--- src/rtl/button_event_scheduler.sv ---
// button_event_scheduler
//   Turns debounced per-button levels into a single stream of discrete events.
//   Each channel produces a press event on its rising edge, then auto-repeat
//   events while it is held. Every channel can queue one pending event. A
//   round-robin arbiter hands the pending events to one consumer over a
//   valid/ready handshake.
//
// Ports
//   clk              : clock; all state updates on the rising edge
//   rst              : asynchronous active-high reset
//   debounced_signal : [width] debounced button levels, synchronous to clk
//   event_valid      : an event is presented on event_index/event_repeat
//   event_index      : channel of the presented event
//   event_repeat     : 0 = press event, 1 = auto-repeat event
//   event_ready      : consumer accepts when event_valid && event_ready
//   pending          : [width] per-channel pending-event bits
//   event_dropped    : sticky; an event hit a channel that was already pending
module button_event_scheduler #(
  parameter int width         = 2,
  parameter int repeat_delay  = 50,
  parameter int repeat_period = 20,
  localparam int idx_w = (width > 1) ? $clog2(width) : 1
) (
  input  logic             clk,
  input  logic             rst,
  input  logic [width-1:0] debounced_signal,
  output logic             event_valid,
  output logic [idx_w-1:0] event_index,
  output logic             event_repeat,
  input  logic             event_ready,
  output logic [width-1:0] pending,
  output logic             event_dropped
);

  localparam int max_cnt = (repeat_delay > repeat_period) ? repeat_delay : repeat_period;
  localparam int cnt_w   = $clog2(max_cnt + 1);
  localparam logic [cnt_w-1:0] delay_c  = cnt_w'(repeat_delay);
  localparam logic [cnt_w-1:0] period_c = cnt_w'(repeat_period);

  logic [width-1:0] prev_reg;
  logic [cnt_w-1:0] cnt_reg  [width];
  logic [cnt_w-1:0] cnt_next [width];
  logic [cnt_w-1:0] cnt_inc  [width];
  // Set once the first repeat has fired; selects delay vs. period threshold.
  logic [width-1:0] after_first_reg, after_first_next;
  logic [width-1:0] pending_reg, pending_next;
  logic [width-1:0] pend_rep_reg, pend_rep_next;
  logic [width-1:0] press, tick, clear, drop;

  logic             valid_reg;
  logic [idx_w-1:0] index_reg;
  logic             repeat_reg;
  logic [idx_w-1:0] last_grant_reg;
  logic             dropped_reg;

  logic [idx_w-1:0] grant;
  logic             load;

  // The output register can take a new event when it is empty or being emptied.
  assign load = (!valid_reg || event_ready) && (|pending_reg);

  // Round-robin search beginning just after the last granted channel.
  always_comb begin
    logic       found;
    int         s;
    logic [idx_w-1:0] cand;
    grant = last_grant_reg;
    found = 1'b0;
    s     = 0;
    cand  = '0;
    for (int k = 0; k < width; k++) begin
      s = int'(last_grant_reg) + 1 + k;
      if (s >= width) s = s - width;
      cand = idx_w'(s);
      if (!found && pending_reg[cand]) begin
        grant = cand;
        found = 1'b1;
      end
    end
  end

  for (genvar gi = 0; gi < width; gi++) begin : g_ch
    assign press[gi]   = debounced_signal[gi] & ~prev_reg[gi];
    assign cnt_inc[gi] = cnt_reg[gi] + 1'b1;
    // A tick needs the button to have been high already, so it never
    // coincides with a press.
    assign tick[gi] = debounced_signal[gi] & prev_reg[gi] &
                      (cnt_inc[gi] == (after_first_reg[gi] ? period_c : delay_c));

    always_comb begin
      cnt_next[gi]         = cnt_inc[gi];
      after_first_next[gi] = after_first_reg[gi];
      if (!debounced_signal[gi] || press[gi]) begin
        cnt_next[gi]         = '0;
        after_first_next[gi] = 1'b0;
      end else if (tick[gi]) begin
        cnt_next[gi]         = '0;
        after_first_next[gi] = 1'b1;
      end
    end

    assign clear[gi] = load && (grant == idx_w'(gi));
    // A channel being loaded this cycle frees its slot, so a new event on it
    // re-arms the pending bit instead of being dropped.
    assign drop[gi]  = (press[gi] | tick[gi]) && pending_reg[gi] && !clear[gi];

    always_comb begin
      pending_next[gi]  = pending_reg[gi];
      pend_rep_next[gi] = pend_rep_reg[gi];
      if ((press[gi] | tick[gi]) && !drop[gi]) begin
        pending_next[gi]  = 1'b1;
        pend_rep_next[gi] = tick[gi];
      end else if (clear[gi]) begin
        pending_next[gi]  = 1'b0;
      end
    end
  end

  always_ff @(posedge clk or posedge rst) begin
    if (rst) begin
      prev_reg        <= '0;
      after_first_reg <= '0;
      pending_reg     <= '0;
      pend_rep_reg    <= '0;
      for (int i = 0; i < width; i++) cnt_reg[i] <= '0;
    end else begin
      prev_reg        <= debounced_signal;
      after_first_reg <= after_first_next;
      pending_reg     <= pending_next;
      pend_rep_reg    <= pend_rep_next;
      for (int i = 0; i < width; i++) cnt_reg[i] <= cnt_next[i];
    end
  end

  always_ff @(posedge clk or posedge rst) begin
    if (rst) begin
      valid_reg      <= 1'b0;
      index_reg      <= '0;
      repeat_reg     <= 1'b0;
      last_grant_reg <= idx_w'(width - 1);
      dropped_reg    <= 1'b0;
    end else begin
      if (load) begin
        valid_reg      <= 1'b1;
        index_reg      <= grant;
        repeat_reg     <= pend_rep_reg[grant];
        last_grant_reg <= grant;
      end else if (event_ready) begin
        valid_reg      <= 1'b0;
      end
      if (|drop) dropped_reg <= 1'b1;
    end
  end

  assign event_valid   = valid_reg;
  assign event_index   = index_reg;
  assign event_repeat  = repeat_reg;
  assign pending       = pending_reg;
  assign event_dropped = dropped_reg;

endmodule

--- config.mk ---
export PLATFORM = sky130hd
export DESIGN_NAME = button_event_scheduler
export DESIGN_NICKNAME = d
export VERILOG_FILES = /design/src/rtl/button_event_scheduler.sv
export SDC_FILE = /design/constraint.sdc
export NUM_CORES = 1
export LEC_CHECK = 0
export ABC_AREA = 1
export ABC_CLOCK_PERIOD_IN_PS = 1450
export CORE_MARGIN = 2
export CORE_UTILIZATION = 50
export DETAILED_ROUTE_END_ITERATION = 10
export PLACE_DENSITY = 0.73
export SYNTH_ARGS = -nofsm -noshare
export SYNTH_HDL_FRONTEND = slang
export SYNTH_SLANG_ARGS = --single-unit
--- constraint.sdc ---
create_clock -name clk -period 1.45 [get_ports clk]
set_input_delay 0.29 -clock clk [delete_from_list [all_inputs] [get_ports clk]]
set_output_delay 0.29 -clock clk [all_outputs]
set_load 0.02 [all_outputs]
==> key figures, run 1 <==
Global routing
  – Largest net degree at the start of global routing: 26
  – Overall routing resource usage: 21.8%
  – First-pass GRT wire length: 4410 um
  – Vias in the first global route: 1045
  – Initial antenna violation count: 0
  – Grt total ovfl: 0

STA
  – Final WS setup: -73.6 ps
  – Min Hold Slack: 258 ps
  – Slew @ Worst Pin: 297 ps
  – Clk_skew: 7.90 ps
  – Slew HR: 80.2%
  – Post-route minimum period: 1520 ps
  – Final Hold Viols: 0
  – Fin. max-slew vios: 0
  – Setup violators final: 11
  – RSZ-0062 raised after global routing: true
  – F_max: 0.656 GHz
  – Tcrit/Tclk final: 105%

Final layout
  – Max reg flops: 12
  – Area delta synth->final: 44.8%
  – Fin cells: 214
  – Nets: 192
  – Number of diodes: 0
  – Proportion of layout cells with a drive suffix above 1: 46.7%

Synth
  – Post-Syn Nets: 153
  – Post-synthesis cell type count: 22
  – Synthesis-stage register bit count: 25
  – Synth Warn #: 0
  – Syn Inst Count: 146
  – Sequential fraction of the synthesis area: 50.7%
  – Average size of a mapped cell: 8.48 um2
  – Post-Syn Area: 1240 um2

Run
  – Max Cap Viol: 0

Detailed routing
  – Via count: 1075
  – Post-route antenna net violation count: 0
  – Metal3 WL: 53 um
  – WL/cell: 14.1 um
  – DR iter-0 viols: 4
  – Total Routed Length: 3020 um
  – WL met2: 1700 um
  – Top routing layer used: met4
  – Drt first pass iters: 4
  – Vias per cell: 5.02
  – Post-Route M1 WL: 1230 um
  – DRC errors left: 0

Worst setup path
  – Worst R2R Path Depth: 10
  – Reg2Reg Launch Point: cnt_reg[1]
  – Critical Path Fanout Max: 5
  – Worst EP required: 1690 ps
  – Nature of the critical path endpoint: register
  – WS Path Type: register to register
  – Critical path launch point: cnt_reg[1]
  – Startpoint types: register
  – WP data arrival: 1760 ps

Placement
  – IO Port Bufs: 10
  – Placed cells: 199
  – Gp weighted congestion: 0.802
  – Post-DP HPWL: 1900 um

Clock tree
  – Longest Clk Path Bufs: 2
  – CTS buffer count: 3
  – Root Buffer: clkbuf_4
  – Clock Sinks: 25
  – # H-tree levels: 1
  – Clk slew on worst S/H paths: 140 ps
  – CTS tree: built
  – Hold Buf Count CTS: 0
  – Worst skew pair latency: 340 ps

Die
  – Standard-cell rows: 18
  – Core ar.: 2410 um2
  – Die X: 53.8 um
  – # IOs: 11
  – Die footprint: 2890 um2
  – Die height: 53.8 um
  – Initial core utilization: 51.3%

Outcome
  – Violated checks: negative setup slack
  – Status: finished with violations

Power and ir drop
  – Leak: 0.814 nW
  – Cell area power density: 985 nW/um2
  – VDD IR max: 0.00118 V

Worst hold path
  – Min-Delay Path Class: input pin to async pin
## cell usage in the layout (no fill, tap or decap), drive strengths merged, types with 4 or more instances in the layout
cell type / count
inv: 25
clkdlybuf4s50: 4
nor2: 19
nand3: 16
dfrtp: 24
a21oi: 5
buf: 24
nand2: 36
clkbuf: 4
o21ai: 11
dlygate4sd2: 4
## per-layer routing
metal  vias to the layer above  track usage, %
met5                         -               0
met2                         9            41.7
li1                        533               -
met1                       528            23.0
met3                         5            3.61
met4                         0            9.83
## area by class of cell
class / instances / area, um2
multi-input cells: 96 / 706
flip-flops and latches: 25 / 629
inverters: 25 / 93.8
clock buffers: 3 / 22.5
fillers: 177 / 618
clock inverters: 1 / 5.00
repair buffers: 34 / 298
well taps: 30 / 37.5
## Yosys cell counts (all sizes together)
library cell  instances  area (um2)
a21oi                 5        25.0
dfrtp                24         601
dfstp                 1        26.3
ha                    2        25.0
inv                  25        93.8
nand2                36         155
nand3                16         118
nand4                 2        12.5
nor2                 19        81.3
o21ai                11        58.8
o21bai                1        11.3
o22ai                 1        6.26
or2                   1        6.26
xnor2                 2        17.5
## critical path: stages, from the launching register on
cell,delay [ps]
dfrtp_1,450
buf_6,130
nand3_4,120
nor2_4,140
nand2_2,100
nand2_2,90
nand2_2,50
nand2_2,70
nand3_4,110
nand2_4,120
nor2_1,50
## report_power, final
group	leakage (nW)	total [W]	switching, W	internal (W)
combinational	0.476	0.000589	0.000336	0.000253
clock	0.0177	0.000325	0.000221	0.000104
sequential	0.320	0.000850	0.0000664	0.000784
total	0.814	0.00176	0.000623	0.00114
## repair_timing
action / 4_1_cts / 5_1_grt
pin swaps: 10 / 14
setup buffers: 4 / 7
resized for setup: 24 / 44
endpoints found under the setup margin: 17 / 16
gates cloned: 0 / 0
## per-stage QoR
step / util, % / power, W / TNS, ps / area [um2] / setup WS (ps)
floorplan: - / 0.00113 / 0 / 1240 / 49.1
global placement: 61.6 / 0.00140 / -1290 / 1490 / -148
detailed placement: 61.6 / 0.00141 / -1970 / 1490 / -174
CTS: 66.0 / 0.00170 / -179 / 1590 / -51.1
global route: 74.4 / 0.00187 / -1380 / 1790 / -151
finish: 74.4 / 0.00176 / -511 / 1790 / -73.6
## kinds of logic after synthesis
family	share of synthesized area [%]
AOI/OAI and AO/OA	8.19
xor gates and xnor gates	1.42
adders and majority gates	2.02
buffers and inverters	7.58
DFF	50.7
and+or+nand+nor	30.1
## path summary, 6_finish.rpt
check / end / slack [ps]
setup / recovery: cnt_reg[1] / -70
hold / removal: event_dropped / 260
setup reg to reg: cnt_reg[1] / -70
hold reg to reg: event_index / 500
max in group asynchronous: last_grant_reg / 970
min in group clk: event_index / 500
No activity file was read; power rests on OpenSTA's default activity.
==> inputs of run 2 (changes only) <==
--- a/config.mk
+++ b/config.mk
@@ -5,10 +5,10 @@
 export SDC_FILE = /design/constraint.sdc
 export NUM_CORES = 1
 export LEC_CHECK = 0
-export ABC_AREA = 1
+export ABC_AREA = 0
 export ABC_CLOCK_PERIOD_IN_PS = 1450
 export CORE_MARGIN = 2
-export CORE_UTILIZATION = 50
+export CORE_UTILIZATION = 49
 export DETAILED_ROUTE_END_ITERATION = 10
 export PLACE_DENSITY = 0.73
 export SYNTH_ARGS = -nofsm -noshare
==> run 2 against run 1 <==
Effect of this change: the flow still finishes with violations (negative setup slack); non-clock buffer count is the same; register-to-register slack lost 180 ps; area after synthesis down 7.3%; sequential share of layout area is 2.1 points higher; clock power is 2% lower; global-route usage shrank 0.77 points; wire length is 13% lower; power is 17% lower; combinational power down 41%; worst setup slack got worse by 180 ps; utilization increased by 2.2 points; fmax shrank 11%; highest routed layer unchanged.
==> key figures, run 2 <==
Synth
  – Largest family of logic cells by synthesized area: simple AND/OR/NAND/NOR gates
  – Average size of a mapped cell: 10.1 um2 (+19%)
  – Count leader, synth: dfrtp_1
  – Sequential fraction of the synthesis area: 54.6% (+4.0 points)
  – Synthesis-stage register bit count: 25 (unchanged)
  – Post-synth ARST share: 100% (unchanged)
  – Top cell type's share of synthesized area: 52.3% (+3.8 points)
  – Post-Syn Area: 1150 um2 (-7.3%)
  – Adder-Cell Fraction of Synth Area: 2.18% (+0.16 points)
  – Xor and xnor fraction of the mapped netlist area: 6.11% (+4.7 points)
  – Syn Inst Count: 114 (-22%)
  – Post-Syn Nets: 121 (-21%)
  – Compound-Gate Fraction of Synth Area: 12.4% (+4.2 points)
  – Synth Warn #: 0 (unchanged)
  – Post-synth top flop: dfrtp_1
  – Cell taking the most area after synthesis: dfrtp_1
  – Post-synthesis cell type count: 31 (+41%)
  – Leading cell types by count after synthesis: dfrtp_1, nand2_1, nor2_1, o21ai_0, nand3_1
  – Top post-synthesis cells by area: dfrtp_1, nand2_1, o21ai_0, nor2_1, nand3_1
  – Mux share of post-synthesis cell area: 0.872% (+0.87 points)
  – Post-synth EDFFs: 0 (unchanged)
  – Simple-gate area share of the yosys netlist: 21.5% (-8.6 points)

STA
  – Tcrit/Tclk final: 118% (+12 points)
  – RSZ-0062 raised after global routing: true
  – Final Hold Viols: 0 (unchanged)
  – Min Hold Slack: 263 ps (+4.89 ps)
  – F_max: 0.587 GHz (-11%)
  – Slew @ Worst Pin: 298 ps (+1.41 ps)
  – Setup violators final: 15 (+4)
  – Final WS setup: -254 ps (-181 ps)
  – Post-route minimum period: 1700 ps (+181 ps)
  – Clk_skew: 11.4 ps (+3.45 ps)
  – Slew HR: 80.1% (-0.094 points)
  – Setup TNS: -2740 ps (-2220 ps)
  – Fin. max-slew vios: 0 (unchanged)

Worst setup path
  – WP data arrival: 1930 ps (+170 ps)
  – WS Path Type: register to register
  – Startpoint types: register
  – Worst EP required: 1670 ps (-20 ps)
  – Worst path slowest cell: dfrtp_1
  – Crit-path max cell delay: 460 ps (about the same)
  – Worst R2R Path Depth: 7 (-3)
  – Crit-path cells: ha_4 -> xnor2_4 -> nand3b_1 -> a21o_1 -> a21oi_2 -> nand2b_4 -> nor2b_1
  – Critical Path Fanout Max: 4 (-1)
  – Nature of the critical path endpoint: register

Worst hold path
  – Min-Delay Path Class: input pin to async pin

Global routing
  – Grt total ovfl: 0 (unchanged)
  – Largest net degree at the start of global routing: 26 (unchanged)
  – Overall routing resource usage: 21.1% (-0.77 points)
  – First-pass GRT wire length: 4170 um (-5.3%)
  – Initial antenna violation count: 0 (unchanged)
  – Vias in the first global route: 983 (-5.9%)

Clock tree
  – Worst skew pair latency: 320 ps (-20 ps)
  – Clk slew on worst S/H paths: 150 ps (about the same)
  – Root Buffer: clkbuf_4
  – Hold Buf Count CTS: 0 (unchanged)
  – CTS buffer count: 3 (unchanged)
  – # H-tree levels: 1 (unchanged)
  – Longest Clk Path Bufs: 2 (unchanged)
  – Clock Sinks: 25 (unchanged)
  – CTS tree: built

Placement
  – Gp weighted congestion: 0.795 (-0.87%)
  – Post-DP HPWL: 1790 um (-5.5%)
  – IO Port Bufs: 10 (unchanged)
  – DP Area: 1510 um2 (+1.3%)
  – Pre-CTS WS: -240 ps (-66.1 ps)

Outcome
  – Status: finished with violations
  – Violated checks: negative setup slack

Die
  – # IOs: 11 (unchanged)
  – Core ar.: 2210 um2 (-8.2%)
  – Initial core utilization: 51.9% (+0.52 points)
  – Die height: 52.4 um (-2.5%)
  – Standard-cell rows: 17 (-1)
  – Die X: 52.4 um (-2.5%)
  – Die footprint: 2740 um2 (-5.0%)

Final layout
  – Post-route cell area: 1690 um2 (-5.5%)
  – Proportion of layout cells with a drive suffix above 1: 38.4% (-8.3 points)
  – Area delta synth->final: 47.5%
  – Max reg flops: 12 (unchanged)
  – Final core utilization: 76.5% (+2.2 points)
  – Nets: 159 (-17%)
  – Commonest cells after routing, fill and taps aside: dfrtp_1, buf_4, nand2_1
  – Number of diodes: 0 (unchanged)

Detailed routing
  – Total Routed Length: 2630 um (-13%)
  – Post-route antenna net violation count: 0 (unchanged)
  – DR iter-0 viols: 9 (+5)
  – Drt first pass iters: 4 (unchanged)
  – DRC errors left: 0 (unchanged)
  – Vias per cell: 5.40 (+7.4%)
  – WL/cell: 14.7 um (+3.8%)
  – Via count: 966 (-10%)

Power and ir drop
  – Cell area power density: 868 nW/um2 (-12%)
  – Leak: 0.718 nW (-12%)
  – VDD IR max: 0.000811 V (-31%)

Run
  – Max Cap Viol: 0 (unchanged)
-- run 2: cell count changes after synthesis, sizes merged, moves of 4 or more --
cell   change
inv       -19
nand3      -7
xor2       +4
nor2       -9
nand2     -20
-- run 2: routing by layer --
| layer | routed length [um] | part of all wire (%) | global-route usage (%) | vias up |
|---|---|---|---|---|
| met2 | 1410 | 54 | 35.0 | 16 |
| met5 | 0 | 0 | 0 | - |
| met4 | 74 | 2.8 | 12.8 | 0 |
| met3 | 60 | 2.3 | 3.14 | 8 |
| met1 | 1080 | 41 | 25.6 | 472 |
| li1 | - | - | - | 470 |
-- run 2: cell type report --
| class | instances | area [um2] |
|---|---|---|
| Multi-Input combinational cell | 82 | 682 |
| Fill cell | 150 | 519 |
| Inverter | 6 | 22.5 |
| Timing Repair Buffer | 34 | 293 |
| Clock buffer | 3 | 22.5 |
| Clock inverter | 1 | 7.51 |
| Tap cell | 28 | 35.0 |
| Sequential cell | 25 | 631 |
-- run 2: power breakdown --
part / internal (W) / total [W] / leakage, nW / switching [W]
clock network: 0.000105 / 0.000320 / 0.0139 / 0.000214
registers: 0.000762 / 0.000805 / 0.319 / 0.0000427
logic: 0.000152 / 0.000345 / 0.384 / 0.000193
total: 0.00102 / 0.00147 / 0.718 / 0.000450
-- run 2: cell families after synthesis --
group,count (synthesis)
adder cells (fa/ha/maj),2
flip-flops,25
multiplexers,1
AO/OA/AOI/OAI,23
XOR/XNOR,8
buffers and inverters,7
AND/OR/NAND/NOR,48
-- run 2: worst paths after layout --
check,startpoint,endpoint,slack (ps)
setup / recovery,cnt_reg[6],cnt_reg[10],-250
hold reg to reg,event_repeat,event_repeat,490
max in group asynchronous,rst,last_grant_reg,960
hold / removal,rst,prev_reg[1],260
min in group clk,event_repeat,event_repeat,490
setup reg to reg,cnt_reg[6],cnt_reg[10],-250
-- run 2: metrics by stage --
step	total power (W)	std cells
global route	0.00155	179
global placement	0.00116	170
finish	0.00147	179
floorplan	0.00100	114
CTS	0.00147	178
detailed placement	0.00117	170
-- run 2: repair_timing --
| item | 4_1_cts | 5_1_grt |
|---|---|---|
| endpoints found under the setup margin | 21 | 15 |
| resized for setup | 12 | 19 |
| cloned | 0 | 0 |
| setup buffers | 4 | 1 |
| endpoints found under the hold margin | 0 | 0 |
| pin swaps | 14 | 10 |
-- run 2: worst max-delay path, delay by kind of cell (launching register included) --
family	cells	cell delay, ps
xor gates and xnor gates	1	200
adders and majority gates	1	210
and+or+nand+nor	3	350
AOI/OAI and AO/OA	2	400
DFF	1	460
